===== src/rtl/zl_reset_pkg.sv =====
// Shared definitions for the staged reset sequencer.
//   seq_state_t : sequencer state encoding (ASSERT=0, RELEASE=1, DONE=2)
//   CAUSE_*     : last_cause codes ({sw, ext} bit order)
//   max_int     : elaboration-time helper for counter sizing
//   cause_code  : maps the two request sources onto a cause code
package zl_reset_pkg;

  typedef enum logic [1:0] {
    ST_ASSERT  = 2'd0,
    ST_RELEASE = 2'd1,
    ST_DONE    = 2'd2
  } seq_state_t;

  localparam logic [1:0] CAUSE_NONE = 2'b00;
  localparam logic [1:0] CAUSE_EXT  = 2'b01;
  localparam logic [1:0] CAUSE_SW   = 2'b10;
  localparam logic [1:0] CAUSE_BOTH = 2'b11;

  function automatic int max_int(input int a, input int b);
    return (a > b) ? a : b;
  endfunction

  function automatic logic [1:0] cause_code(input logic sw, input logic ext);
    logic [1:0] code;
    case ({sw, ext})
      2'b01:   code = CAUSE_EXT;
      2'b10:   code = CAUSE_SW;
      2'b11:   code = CAUSE_BOTH;
      default: code = CAUSE_NONE;
    endcase
    return code;
  endfunction

endpackage


===== src/rtl/zl_reset_seq_chk.sv =====
// Property checker for the reset sequencer's internal invariants.
//   clk, rst   : sequencer clock and block reset
//   cnt, idx   : sequencer counters
//   out_rst_n  : staged reset outputs
//   seq_done   : completion flag
module zl_reset_seq_chk #(
  parameter int N_OUT   = 4,
  parameter int CNT_W   = 5,
  parameter int IDX_W   = 3,
  parameter int CNT_MAX = 16
) (
  input logic             clk,
  input logic             rst,
  input logic [CNT_W-1:0] cnt,
  input logic [IDX_W-1:0] idx,
  input logic [N_OUT-1:0] out_rst_n,
  input logic             seq_done
);

  localparam int TW = N_OUT + 1;

  logic [TW-1:0] therm;
  assign therm = {1'b0, out_rst_n};

  // A thermometer word 2^k-1 has no bit in common with its successor.
  a_thermometer: assert property (@(posedge clk) disable iff (rst)
    ((therm & (therm + TW'(1))) == '0));

  a_cnt_bound: assert property (@(posedge clk) disable iff (rst)
    (cnt <= CNT_W'(CNT_MAX)));

  a_idx_bound: assert property (@(posedge clk) disable iff (rst)
    (idx <= IDX_W'(N_OUT)));

  a_done_all_released: assert property (@(posedge clk) disable iff (rst)
    (seq_done == (&out_rst_n)));

endmodule


===== src/rtl/zl_sync_ff.sv =====
// Multi-flop synchronizer for a single-bit asynchronous input.
//   clk : sampling clock
//   rst : synchronous active-high reset, loads every stage with RST_VAL
//   d   : asynchronous input
//   q   : synchronized output (last stage)
module zl_sync_ff #(
  parameter int   STAGES  = 2,
  parameter logic RST_VAL = 1'b0
) (
  input  logic clk,
  input  logic rst,
  input  logic d,
  output logic q
);

  logic [STAGES-1:0] chain;

  // Shift the input through the chain; reset fills it with RST_VAL.
  always_ff @(posedge clk) begin
    if (rst) begin
      chain <= {STAGES{RST_VAL}};
    end else begin
      chain <= {chain[STAGES-2:0], d};
    end
  end

  assign q = chain[STAGES-1];

endmodule


===== src/rtl/zl_reset_seq.sv =====
// Staged reset sequencer. Holds all outputs asserted while any request is
// present and for HOLD_CYCLES request-free cycles afterwards, then releases
// out_rst_n one bit at a time, STAGE_GAP cycles apart, bit 0 first.
//   clk        : sole clock
//   rst        : synchronous active-high block reset
//   ext_rst_n  : asynchronous active-low external reset request
//   sw_rst_req : synchronous active-high software reset request
//   out_rst_n  : active-low staged resets (thermometer-coded)
//   seq_done   : high once every stage is released
//   last_cause : 01 ext, 10 sw, 11 both, for the most recent request
module zl_reset_seq
  import zl_reset_pkg::*;
#(
  parameter int N_OUT       = 4,
  parameter int SYNC_STAGES = 2,
  parameter int HOLD_CYCLES = 16,
  parameter int STAGE_GAP   = 8
) (
  input  logic             clk,
  input  logic             rst,
  input  logic             ext_rst_n,
  input  logic             sw_rst_req,
  output logic [N_OUT-1:0] out_rst_n,
  output logic             seq_done,
  output logic [1:0]       last_cause
);

  localparam int CNT_MAX = max_int(HOLD_CYCLES, STAGE_GAP);
  localparam int CNT_W   = $clog2(CNT_MAX + 1);
  localparam int IDX_W   = $clog2(N_OUT + 1);
  localparam logic [CNT_W-1:0] HOLD_LAST = CNT_W'(HOLD_CYCLES - 1);
  localparam logic [CNT_W-1:0] GAP_LAST  = CNT_W'(STAGE_GAP - 1);
  localparam logic [IDX_W-1:0] IDX_LAST  = IDX_W'(N_OUT - 1);
  localparam bit               SINGLE    = (N_OUT == 1);

  logic             ext_sync;
  logic             ext_req;
  logic             req_active;

  seq_state_t       state;
  seq_state_t       state_next;
  logic [CNT_W-1:0] cnt;
  logic [CNT_W-1:0] cnt_next;
  logic [IDX_W-1:0] idx;
  logic [IDX_W-1:0] idx_next;
  logic [N_OUT-1:0] out_next;
  logic             done_next;
  logic [1:0]       cause_next;

  // Block reset forces the chain to 0, i.e. an active external request,
  // so the hold count cannot start until ext_rst_n has been seen high
  // through the whole chain.
  zl_sync_ff #(
    .STAGES  (SYNC_STAGES),
    .RST_VAL (1'b0)
  ) u_sync (
    .clk (clk),
    .rst (rst),
    .d   (ext_rst_n),
    .q   (ext_sync)
  );

  assign ext_req    = ~ext_sync;
  assign req_active = ext_req | sw_rst_req;

  // State, counters and all outputs are registered here.
  always_ff @(posedge clk) begin
    if (rst) begin
      state      <= ST_ASSERT;
      cnt        <= '0;
      idx        <= '0;
      out_rst_n  <= '0;
      seq_done   <= 1'b0;
      last_cause <= CAUSE_NONE;
    end else begin
      state      <= state_next;
      cnt        <= cnt_next;
      idx        <= idx_next;
      out_rst_n  <= out_next;
      seq_done   <= done_next;
      last_cause <= cause_next;
    end
  end

  // Next-state, counter and output logic.
  always_comb begin
    state_next = state;
    cnt_next   = cnt;
    idx_next   = idx;
    out_next   = out_rst_n;
    done_next  = seq_done;
    cause_next = last_cause;

    if (req_active) begin
      // Any request restarts the sequence from scratch, whatever the state.
      state_next = ST_ASSERT;
      cnt_next   = '0;
      idx_next   = '0;
      out_next   = '0;
      done_next  = 1'b0;
      cause_next = cause_code(sw_rst_req, ext_req);
    end else begin
      case (state)
        ST_ASSERT: begin
          out_next  = '0;
          done_next = 1'b0;
          if (cnt == HOLD_LAST) begin
            cnt_next    = '0;
            idx_next    = IDX_W'(1);
            out_next[0] = 1'b1;
            if (SINGLE) begin
              state_next = ST_DONE;
              done_next  = 1'b1;
            end else begin
              state_next = ST_RELEASE;
            end
          end else begin
            cnt_next = cnt + CNT_W'(1);
          end
        end

        ST_RELEASE: begin
          if (cnt == GAP_LAST) begin
            cnt_next = '0;
            idx_next = idx + IDX_W'(1);
            // idx always names the lowest still-asserted bit, so setting it
            // keeps the word thermometer-coded.
            for (int k = 0; k < N_OUT; k++) begin
              if (IDX_W'(k) == idx) begin
                out_next[k] = 1'b1;
              end else begin
                out_next[k] = out_rst_n[k];
              end
            end
            if (idx == IDX_LAST) begin
              state_next = ST_DONE;
              done_next  = 1'b1;
            end else begin
              state_next = ST_RELEASE;
            end
          end else begin
            cnt_next = cnt + CNT_W'(1);
          end
        end

        ST_DONE: begin
          cnt_next  = '0;
          out_next  = '1;
          done_next = 1'b1;
        end

        default: begin
          state_next = ST_ASSERT;
          cnt_next   = '0;
          idx_next   = '0;
          out_next   = '0;
          done_next  = 1'b0;
        end
      endcase
    end
  end

  zl_reset_seq_chk #(
    .N_OUT   (N_OUT),
    .CNT_W   (CNT_W),
    .IDX_W   (IDX_W),
    .CNT_MAX (CNT_MAX)
  ) u_chk (
    .clk       (clk),
    .rst       (rst),
    .cnt       (cnt),
    .idx       (idx),
    .out_rst_n (out_rst_n),
    .seq_done  (seq_done)
  );

endmodule


===== config.mk =====
export PLATFORM = sky130hd
export DESIGN_NAME = zl_reset_seq
export DESIGN_NICKNAME = d
export VERILOG_FILES = /design/src/rtl/zl_reset_pkg.sv /design/src/rtl/zl_reset_seq_chk.sv /design/src/rtl/zl_sync_ff.sv /design/src/rtl/zl_reset_seq.sv
export SDC_FILE = /design/constraint.sdc
export NUM_CORES = 1
export LEC_CHECK = 0
export BUFFER_PORTS_ARGS = -buffer_cell sky130_fd_sc_hd__clkbuf_2
export CORE_ASPECT_RATIO = 0.8
export CORE_MARGIN = 1.5
export CORE_UTILIZATION = 50
export CTS_CLUSTER_DIAMETER = 100
export DETAILED_ROUTE_END_ITERATION = 8
export HOLD_SLACK_MARGIN = 0.12
export PLACE_DENSITY = 0.74
export SYNTH_ARGS = -nofsm -noshare
export SYNTH_HDL_FRONTEND = slang
export SYNTH_SLANG_ARGS = --single-unit

===== constraint.sdc =====
create_clock -name clk -period 1.6 [get_ports clk]
set_input_delay 0.16 -clock clk [delete_from_list [all_inputs] [get_ports clk]]
set_output_delay 0.16 -clock clk [all_outputs]
set_load 0.03 [all_outputs]

==> Word level (Yosys, flattened, before mapping) <==
Cells that the tools add are included.
{ "word_totals": {"inputBits": 4, "ff_bits": 19} }
{ "op_classes": {"reduce_logical": 9, "eq_ne": 18, "n_bitwise": 3, "n_addsub": 2, "muxes": 21} }
{ "ops": {"columns": ["op", "count"], "rows": [
  ["$ne A2 B2 Y1 const B", 7],
  ["$pmux W2 S3", 2],
  ["$pmux W4 S3", 1],
  ["$mux W5", 2],
  ["$pmux W5 S2", 1],
  ["$reduce_and A2 Y1", 5],
  ["$pmux W3 S3", 1],
  ["$mux W1", 7],
  ["$eq A2 B2 Y1 const B", 3],
  ["$eq A2 B3 Y1 const A", 2],
  ["$mux W2", 3],
  ["$mux W3", 2],
  ["$add A5 B1 Y5 const B", 1],
  ["$eq A5 B3 Y1 const B", 1],
  ["$eq A5 B4 Y1 const B", 1],
  ["$eq A2 B1 Y1 const B", 2],
  ["$mux W4", 1],
  ["$add A3 B1 Y3 const B", 1],
  ["$eq A1 B3 Y1 const A", 1],
  ["$eq A3 B2 Y1 const B", 1],
  ["$logic_not A3 Y1", 1],
  ["$reduce_and A3 Y1", 1],
  ["$logic_not A2 Y1", 1],
  ["$not A1 Y1", 2],
  ["3 further kinds", 3]
]} }

==> Longest topological paths before layout <==
Gate-level depths: netlist (run 1).
{ "logic_depth": {"depth_word": 4, "mapped_depth": 8} }

==> By module <==
A second synthesis (run 1) with hierarchy kept.
{ "hier_totals": {"cells_unflattened": 104, "hier_area_um2": 962.2} }
{ "modules_own_cells": {"columns": ["mod", "instances", "cells_per_inst", "area_per_inst_um2"], "rows": [
  ["zl_reset_seq", 1, 100, 909.6],
  ["zl_sync_ff", 1, 4, 52.6]
]} }

==> Worst setup path before layout (run 1) <==
OpenSTA, ideal clock, no wires.
{ "synth_timing": {"kind": "register -> register", "start": "register cnt[0]", "end": "register idx[1]", "stages_incl_launch_ff": 9, "setup_slack_ns": -0.108, "synth_period_minus_slack_ns": 1.708, "arrival_ns": 1.579, "cell_sequence": "dfxtp_1 > ha_1 > nand3_1 > inv_1 > ha_1 > and2b_1 > a211oi_4 > a2bb2oi_1 > nor2_1"} }
{ "synth_between": {"elab_chain_len": 3} }
{ "synth_rtl": {"columns": ["element", "line_no", "text"], "rows": [
  ["from (decl)", "zl_reset_seq.sv:42", "logic [CNT_W-1:0] cnt;"],
  ["from (signal assigned)", "zl_reset_seq.sv:77", "cnt <= cnt_next;"],
  ["$eq A5 B4 Y1 / $eq A5 B3 Y1 (equally long branches)", "zl_reset_seq.sv:107, zl_reset_seq.sv:123", null],
  ["$ne A2 B2 Y1 (no source line)", null, null],
  ["$reduce_and A3 Y1 (no source line) (*)", null, null],
  ["to (signal assigned)", "zl_reset_seq.sv:78", "idx <= idx_next;"],
  ["to (decl)", "zl_reset_seq.sv:44", "logic [IDX_W-1:0] idx;"]
]} }
Mark *: on every way between the ends. The rest lies on a longest branch, timed or not.
A chain may end at the register's enable or synchronous reset.

==> Worst setup path in the final report (run 1) <==
Same ends and word-level chain as after synthesis.

==> out/metrics.csv, run 1 <==
metric;value;unit
clock_latency;0.30;ns
die_y;41.8;um
io_pins;11;
cellPowerDensity;629;mW/mm^2
start_kind;flip-flop;
netSwitchingPower;0.000169;W
period_share;107;%
fin_cells;149;
wirelength;1790;um
busiest_layer;met2;
grt_use_met1;26.2;%
clk_pin_slew;0.11;ns
grt_setup_unrepaired;yes;
drt-wirelength-per-cell;12.0;um
cts_tree;yes;
finClkSkew;0.00136;ns
area_delta_synth_final;31.6;%
dr_total_vias;734;
fmax;586;MHz
endpoint_kind;flip-flop;
max_slew_margin;62.7;%
initial_core_util;55.5;%
yosysUniqueCellTypes;24;
pwr-share-seq;58.9;%
root_buffer;clkbuf_4;
io_buffers;10;
worst-path-max-fanout;6;
dieWidth;51.4;um
clock_sinks;18;
diodes;0;
coreArea;0.00169;mm^2
arrival;1.91;ns
internal_power;0.000607;W
rows;13;
gp_congestion;0.796;
dp_cells;135;
ir_drop;0.604;mV
drt_iter0_drc;9;
grt_max_degree;12;
netlist_area;938;um^2
hold_viol;0;
slew_violations;0;
grt_overflow_total;0;
syn_nets;115;
pwr-share-comb;4.0;%
fin_crit;1.71;ns
cp.required;1.80;ns
track_usage;20.3;%
clockPowerShare;37.1;%
postSynthAreaPerCell;9.48;um^2
first_pass_iters;4;
path_class;flip-flop to flip-flop;
setup_viol;8;
clock_path_buffers;2;
swShare;21.8;%
drc;0;
grt_pass1_wl;3190;um
drive_above_1_share;39.4;%
antenna_found_initial;0;
grt_use_met3;7.55;%
fin_setup_tns;-0.652;ns
finalNetCount;144;
grt_use_met2;31.5;%
yosys_warnings;0;
final_core_util;73.0;%
synth_cells;99;
seq_area_frac_synth;38.4;%
fin_ws;-0.106;ns
max-cap-violations;0;
synth_seq_cells;18;
via_per_inst;4.93;
hold_path.class;flip-flop to flip-flop;
htreeDepth;1;
dp_hpwl;1260;um
violations;setup timing;
cts_inserted_buffers;3;
status;complete, but fails checks;
grt_pass1_vias;726;
antenna_left;0;
tightest_slew;0.560;ns
p_leak;0.530;nW
dieArea;0.00215;mm^2
==> power groups by stage <==
| stage | clock network [W] | logic [W] | registers, W |
|---|---|---|---|
| global placement | 0 | 0.0000237 | 0.000467 |
| CTS | 0.000298 | 0.0000301 | 0.000457 |
| detailed placement | 0 | 0.0000242 | 0.000467 |
| finish | 0.000288 | 0.0000309 | 0.000457 |
| global route | 0.000324 | 0.0000334 | 0.000458 |
| floorplan | 0 | 0.00000731 | 0.000473 |
==> synth_stat cells, drive strengths merged <==
master	instances	area [um^2]
nand3	2	10.0
inv	10	37.5
and2b	1	7.51
a2bb2oi	2	17.5
ha	12	150
buf	3	26.3
nor2	17	63.8
dfxtp	18	360
nand2b	6	37.5
xor2	2	17.5
clkbuf	1	3.75
a211oi	3	45.0
mux2i	4	40.0
or2	1	6.26
nand4bb	1	11.3
a21oi	6	30.0
a32oi	1	8.76
o21ai	5	25.0
nand2	1	3.75
nor4b	1	23.8
nor2b	2	12.5
==> cell usage in the layout, fill, tap and decap left out, types with 4 or more instances in the layout <==
master    count
dfxtp_1      16
ha_1         10
clkbuf_2     10
a21oi_1       4
mux2i_1       4
buf_4        15
nand2b_1      6
inv_1        10
nor2_1       14
==> critical path, stage by stage (launching register included) <==
cell and delay [ns]:
dfxtp_2 0.37, ha_4 0.14, nand3_2 0.08, inv_1 0.06, ha_2 0.18, and2b_2 0.27
a211oi_4 0.28, a2bb2oi_1 0.18, nor2_1 0.05
==> repair_timing <==
action,4_1_cts,5_1_grt
buffers inserted,4,3
hold buffers,3,0
pin swaps,6,3
endpoints found under the hold margin,4,0
gates resized for setup,2,13
setup endpoints to repair,8,10
==> worst paths after layout <==
check                           cells past startpoint       startpoint               to  slack [ns]
worst min-delay path                                1  u_sync.chain[0]  u_sync.chain[1]        0.46
worst max register to register                      8           cnt[0]           idx[1]       -0.11
worst min register to register                      1  u_sync.chain[0]  u_sync.chain[1]        0.46
worst max-delay path                                8           cnt[0]           idx[1]       -0.11
==> metal layers <==
metal	routed length [um]	part of all wire (%)	vias up
met5	0	0	-
li1	-	-	378
met1	881	49	339
met4	20	1.1	0
met3	84	4.7	2
met2	807	45	15
==> layout make-up <==
type / count / area [um^2]
Clock buffer: 4 / 36.3
Multi-Input combinational cell: 67 / 578
Fill cell: 117 / 457
Timing Repair Buffer: 28 / 193
Sequential cell: 18 / 363
Tap cell: 22 / 27.5
Inverter: 10 / 37.5
==> flip-flops by register name (all words and copies together), names as in the netlist <==
| signal | flops |
|---|---|
| idx | 3 |
| state | 2 |
| out_rst_n | 4 |
| last_cause | 2 |
| cnt | 5 |
| u_sync.chain | 2 |
==> stage by stage <==
stage	hold WS (ns)	cell area (um^2)	power (W)	setup slack (ns)
detailed placement	0.381	1070	0.000492	-0.123
global route	0.470	1230	0.000815	-0.212
floorplan	0.229	962	0.000480	-0.0158
CTS	0.462	1170	0.000785	-0.142
finish	0.464	1230	0.000777	-0.106
global placement	0.375	1070	0.000490	-0.0739
==> kinds of logic (layout without fill, tap and decap cells) <==
group | count (synthesis) | in the layout | synth area share [%]
adders and majority gates | 12 | 12 | 16.0
DFF | 18 | 18 | 38.4
AOI/OAI and AO/OA | 17 | 17 | 13.5
muxes | 4 | 4 | 4.27
xor gates and xnor gates | 2 | 2 | 1.87
buffers and inverters | 14 | 42 | 7.20
and+or+nand+nor | 32 | 32 | 18.8
No activity file was read; power rests on OpenSTA's default activity.
==> run 2, diff against run 1 <==
==> constraint.sdc (replaced) <==
create_clock -name clk -period 1.6 [get_ports clk]
set_input_delay 0.32 -clock clk [delete_from_list [all_inputs] [get_ports clk]]
set_output_delay 0.32 -clock clk [all_outputs]
set_load 0.03 [all_outputs]
==> run 2 against run 1 <==
Against the previous run: the flow still finishes with violations (setup timing); die area unchanged; setup slack gained 0.0031 ns; total power shrank 1.0%; fmax up 0.18%; core utilization decreased by 1.8 points; combinational power down 21%; clock power is essentially flat; critical endpoint unchanged; first-iteration DRC count up 11%; highest routed layer unchanged; clock skew up 0.00086 ns; sequential share of layout area grew 0.73 points; final area is 2.4% lower; largest power group unchanged; largest cell class unchanged; register-to-register slack barely moved.
==> out/metrics.csv, run 2 (synthesis results as in run 1) <==
metric;value;unit;change
status;complete, but fails checks;;
violations;setup timing;;
root_buffer;clkbuf_4;;
p_leak;0.517;nW;-2.4%
dieWidth;51.4;um;unchanged
worst-path-max-fanout;6;;unchanged
max_slew_margin;62.7;%;unchanged
ir_drop;0.596;mV;-1.2%
max-cap-violations;0;;unchanged
hold_path.class;primary input to flip-flop;;
tightest_slew;0.560;ns;unchanged
initial_core_util;55.5;%;unchanged
coreArea;0.00169;mm^2;unchanged
largest_register;cnt;;
grt_overflow_total;0;;unchanged
clock_sinks;18;;unchanged
grt_pass1_wl;3050;um;-4.5%
fin_crit;1.70;ns;-0.00307 ns
track_usage;19.4;%;-0.90 points
clock_path_buffers;2;;unchanged
r2r.worst_path.cells;8;;unchanged
hold_depth;2;;+1
drc;0;;unchanged
wirelength;1730;um;-3.8%
area_delta_synth_final;28.4;%;
placed_cell_area;0.00107;mm^2;unchanged
internal_power;0.000602;W;-0.79%
path_class;flip-flop to flip-flop;;
critPathTopFamily;compound AO/OA/AOI/OAI gates;;
hold_end;last_cause[0];;
cp_num_cells;8;;unchanged
hp-start;rst;;
fin_area;0.00120;mm^2;-2.4%
first_pass_iters;4;;unchanged
grt_max_degree;12;;unchanged
rows;13;;unchanged
r2r_end;idx[1];;
netSwitchingPower;0.000166;W;-1.9%
endpoint_kind;flip-flop;;
swShare;21.6;%;-0.19 points
ff2ff_setup_slack;-0.10;ns;about the same
finalNetCount;141;;-2.1%
clockPowerShare;37.3;%;+0.2 points
slowest_stage;dfxtp_2;;
diodes;0;;unchanged
final_common_cell;dfxtp_1;;
antenna_found_initial;0;;unchanged
drt-wirelength-per-cell;11.8;um;-1.8%
layout_common_cells;16 x dfxtp_1, 15 x buf_4, 14 x nor2_1;;
dr_total_vias;713;;-2.9%
cp.required;1.80;ns;about the same
via_per_inst;4.88;;-0.87%
slew_violations;0;;unchanged
io_pins;11;;unchanged
finClkSkew;0.00222;ns;+0.000863 ns
grt_pass1_vias;697;;-4.0%
path_buf_inv;1;;unchanged
worstPathCellList;ha_4, nand3_2, inv_1, ha_2, and2b_2, a211oi_4, a2bb2oi_1, nor2_1;;
drt_iter0_drc;10;;+1
htreeDepth;1;;unchanged
grt_setup_unrepaired;yes;;
hold_viol;0;;unchanged
drive_above_1_share;40.3;%;+0.95 points
setup_viol;8;;unchanged
fin_setup_tns;-0.635;ns;+0.0170 ns
hold_buffers;0;;-3
cts_inserted_buffers;3;;unchanged
gp_congestion;0.796;;unchanged
fin_ws;-0.103;ns;+0.00307 ns
clock_latency;0.30;ns;about the same
reg_top3;cnt (5), out_rst_n (4), idx (3);;
antenna_left;0;;unchanged
start_kind;flip-flop;;
die_y;41.8;um;unchanged
r2r-start;cnt[0];;
clk_pin_slew;0.11;ns;about the same
largest_reg_flops;5;;unchanged
dp_hpwl;1260;um;unchanged
period_share;106;%;-0.19 points
cts_tree;yes;;
p_total;0.000769;W;-1.0%
pwr-share-comb;3.2;%;-0.8 points
pwr-share-seq;59.5;%;+0.6 points
cpPeakStageDelay;0.37;ns;about the same
cellPowerDensity;638;mW/mm^2;+1.4%
io_buffers;10;;unchanged
fmax;587;MHz;+0.18%
dieArea;0.00215;mm^2;unchanged
arrival;1.91;ns;about the same
run 2: cell count changes in the layout (fill, tap and decap cells not counted), sizes merged:
cell / delta
dlygate4sd3: -3
run 2: timing repair:
action,in CTS,in global routing
pin swaps,6,3
buffers inserted,4,3
setup endpoints to repair,8,10
gates resized for setup,2,13
run 2: worst max-delay path by stage:
stage          startpoint       end  slack [ns]
2_1_floorplan      cnt[1]    idx[1]       -0.02
3_3_place_gp       cnt[1]  state[1]       -0.07
3_5_place_dp       cnt[1]  state[0]       -0.12
4_1_cts            cnt[0]    idx[1]       -0.14
5_1_grt            cnt[0]    idx[2]       -0.21
6_report           cnt[0]    idx[1]       -0.10
run 2: final cells by class:
type                    count  area, um^2
clock buffers               4        36.3
fillers                   126         487
inverters                  10        37.5
multi-input cells          67         578
flip-flops and latches     18         363
well taps                  22        27.5
repair buffers             25         163
run 2: power groups by stage:
stage               clock [W]  sequential, W  combinational (W)
global route         0.000324       0.000458          0.0000264
CTS                  0.000298       0.000457          0.0000245
finish               0.000287       0.000457          0.0000245
detailed placement          0       0.000467          0.0000242
floorplan                   0       0.000473         0.00000731
global placement            0       0.000467          0.0000237
run 2: layer usage:
metal | global-route usage, % | share of wire, % | routed length, um
met3 | 7.55 | 4.9 | 85
met1 | 25.7 | 50 | 867
met4 | 6.32 | 1.2 | 20
met2 | 29.0 | 44 | 753
met5 | 0 | 0 | 0
run 2: worst register-to-register path: cells and delay by family (launching register included):
| family | cells | cell delay (ns) |
|---|---|---|
| AOI/OAI and AO/OA | 2 | 0.47 |
| and+or+nand+nor | 3 | 0.40 |
| DFF | 1 | 0.37 |
| adders and majority gates | 2 | 0.32 |
| buffers and inverters | 1 | 0.06 |
run 2: metrics by stage:
step / worst slack, ns / std cells / util (%) / hold slack (ns)
after global placement: -0.0739 / 135 / 63.2 / 0.422
after detailed placement: -0.123 / 135 / 63.2 / 0.441
after global routing: -0.212 / 146 / 71.2 / 0.207
after floorplan: -0.0158 / 99 / - / 0.389
after CTS: -0.142 / 143 / 67.7 / 0.211
final: -0.103 / 146 / 71.2 / 0.222
==> run 3, diff against run 2 <==
--- a/config.mk
+++ b/config.mk
@@ -11,6 +11,7 @@
 export CORE_UTILIZATION = 50
 export CTS_CLUSTER_DIAMETER = 100
 export DETAILED_ROUTE_END_ITERATION = 8
+export GPL_TIMING_DRIVEN = 0
 export HOLD_SLACK_MARGIN = 0.12
 export PLACE_DENSITY = 0.74
 export SYNTH_ARGS = -nofsm -noshare
==> run 3 against run 2 <==
Against the previous run: the run still ends with setup timing left; fmax fell by 4.8%; critical path depth rose by 1; clock power fell by 7.3%; final area rose by 0.31%; sequential cell count did not move; sequential share of layout area barely moved; critical path type unchanged; critical endpoint is now idx[2]; largest cell class unchanged; largest power group unchanged; highest routed layer unchanged.
==> out/metrics.csv, run 3 (synthesis results as in run 1) <==
metric;value;unit;change
coreArea;0.00169;mm^2;unchanged
hold_depth;2;;unchanged
fin_ws;-0.188;ns;-0.0853 ns
wirelength;1820;um;+5.3%
root_buffer;clkbuf_4;;
pwr-share-seq;61.1;%;+1.6 points
drc;0;;unchanged
final_core_util;71.4;%;+0.22 points
dieArea;0.00215;mm^2;unchanged
cellPowerDensity;618;mW/mm^2;-3.2%
grt_max_degree;11;;-1
pwr-share-comb;3.2;%;about the same
internal_power;0.000602;W;-0.16%
clock_sinks;18;;unchanged
cp.required;1.82;ns;+0.02 ns
fmax;559;MHz;-4.8%
endpoint_kind;flip-flop;;
netSwitchingPower;0.000145;W;-13%
period_share;112;%;+5.3 points
finalNetCount;140;;-0.71%
max-cap-violations;0;;unchanged
worst-path-max-fanout;3;;-3
p_total;0.000747;W;-2.9%
grt_pass1_wl;2930;um;-4.1%
dr_total_vias;728;;+2.1%
worstPathCellList;ha_4, nand3_4, inv_2, ha_4, and2b_2, buf_6, nor4b_4, nand2b_1, a21oi_1;;
nFillCells;131;;+4.0%
drt-wirelength-per-cell;12.5;um;+6.0%
ir_drop;0.584;mV;-2.0%
track_usage;18.0;%;-1.4 points
largest_reg_flops;5;;unchanged
io_buffers;10;;unchanged
cpPeakStageDelay;0.36;ns;about the same
hold_path.class;primary input to flip-flop;;
clk_pin_slew;0.10;ns;about the same
htreeDepth;1;;unchanged
antenna_left;0;;unchanged
crit_top_cell;ha_4;;
gp_congestion;0.716;;-10%
rows;13;;unchanged
drt_iter0_drc;14;;+4
grt_pass1_vias;693;;-0.57%
fin_crit;1.79;ns;+0.0853 ns
final_common_cell;dfxtp_1;;
ff_latch_area;364;um^2;+0.34%
tightest_slew;0.515;ns;-0.0449 ns
area_delta_synth_final;28.8;%;
cts_inserted_buffers;3;;unchanged
finClkSkew;0.00359;ns;+0.00137 ns
reg_top3;cnt (5), out_rst_n (4), idx (3);;
r2r.worst_path.cells;9;;+1
drive_above_1_share;38.2;%;-2.1 points
via_per_inst;5.02;;+2.8%
swShare;19.4;%;-2.2 points
arrival;2.01;ns;+0.10 ns
first_pass_iters;7;;+3
die_y;41.8;um;unchanged
clockPowerShare;35.7;%;-1.6 points
setup_viol;8;;unchanged
initial_core_util;55.5;%;unchanged
layout_common_cells;15 x dfxtp_1, 14 x nor2_1, 10 x ha_1, 10 x clkbuf_2;;
path_class;flip-flop to flip-flop;;
io_pins;11;;unchanged
slew_violations;0;;unchanged
hold_viol;0;;unchanged
clock_path_buffers;2;;unchanged
largest_register;cnt;;
dieWidth;51.4;um;unchanged
cts_tree;yes;;
max_slew_margin;65.7;%;+3.0 points
dp_hpwl;1190;um;-5.7%
start_kind;flip-flop;;
p_leak;0.512;nW;-1.1%
status;complete, but fails checks;;
violations;setup timing;;
slowest_stage;dfxtp_2;;
diodes;0;;unchanged
antenna_found_initial;0;;unchanged
multiInputGateArea;577;um^2;-0.22%
grt_overflow_total;0;;unchanged
clock_latency;0.28;ns;-0.02 ns
grt_setup_unrepaired;yes;;
-- run 3: cell types whose count changed in the layout (fill, tap and decap cells not counted), sizes merged --
cell and delta:
buf -2, clkbuf +1
-- run 3: final cells by class --
cell class / count / area share (%)
multi-input combinational: 67 / 47.7
sequential: 18 / 30.1
timing repair buffer: 20 / 11.3
inverter: 10 / 3.11
clock buffer: 4 / 3.00
buffer: 4 / 2.48
tap: 22 / 2.28
-- run 3: per-stage QoR --
step,worst slack [ns],area (um^2),hold slack [ns],cells,TNS (ns)
4_1_cts,-0.152,1140,0.234,142,-0.720
2_1_floorplan,-0.0158,962,0.389,99,-0.0158
5_1_grt,-0.275,1210,0.226,145,-1.52
3_3_place_gp,-0.159,1040,0.418,131,-0.662
3_5_place_dp,-0.175,1040,0.434,131,-0.731
6_report,-0.188,1210,0.241,145,-0.874
-- run 3: critical path, delay by kind of cell (launching register included) --
family                   cells  cell delay, ns
AO/OA/AOI/OAI                1            0.12
flip-flops                   1            0.36
AND/OR/NAND/NOR              4            0.76
adder cells (fa/ha/maj)      2            0.28
buffers and inverters        2            0.20
-- run 3: worst paths after layout --
kind	from	end	slack (ns)
setup reg to reg	cnt[1]	idx[2]	-0.19
setup / recovery	cnt[1]	idx[2]	-0.19
hold reg to reg	u_sync.chain[0]	u_sync.chain[1]	0.45
hold / removal	ext_rst_n	u_sync.chain[0]	0.24
-- run 3: power groups by stage --
stage / clock network, W / logic, W / registers (W)
5_1_grt: 0.000302 / 0.0000259 / 0.000457
2_1_floorplan: 0 / 0.00000731 / 0.000473
3_5_place_dp: 0 / 0.0000232 / 0.000467
4_1_cts: 0.000277 / 0.0000238 / 0.000457
6_report: 0.000266 / 0.0000239 / 0.000456
3_3_place_gp: 0 / 0.0000228 / 0.000467
-- run 3: timing repair --
item / in CTS / in global routing
setup buffers: 7 / 3
resized for setup: 3 / 16
pin swaps: 8 / 7
hold buffers: 0 / 0
endpoints found under the setup margin: 7 / 13
-- run 3: metal layers --
metal  up-vias  share of wire [%]  GRT usage, %
met5         -                  0             0
met4         0                2.5          4.74
met3        10                5.2          5.40
met2        26                 45          27.7
met1       318                 47          24.5
li1        374                  -             -
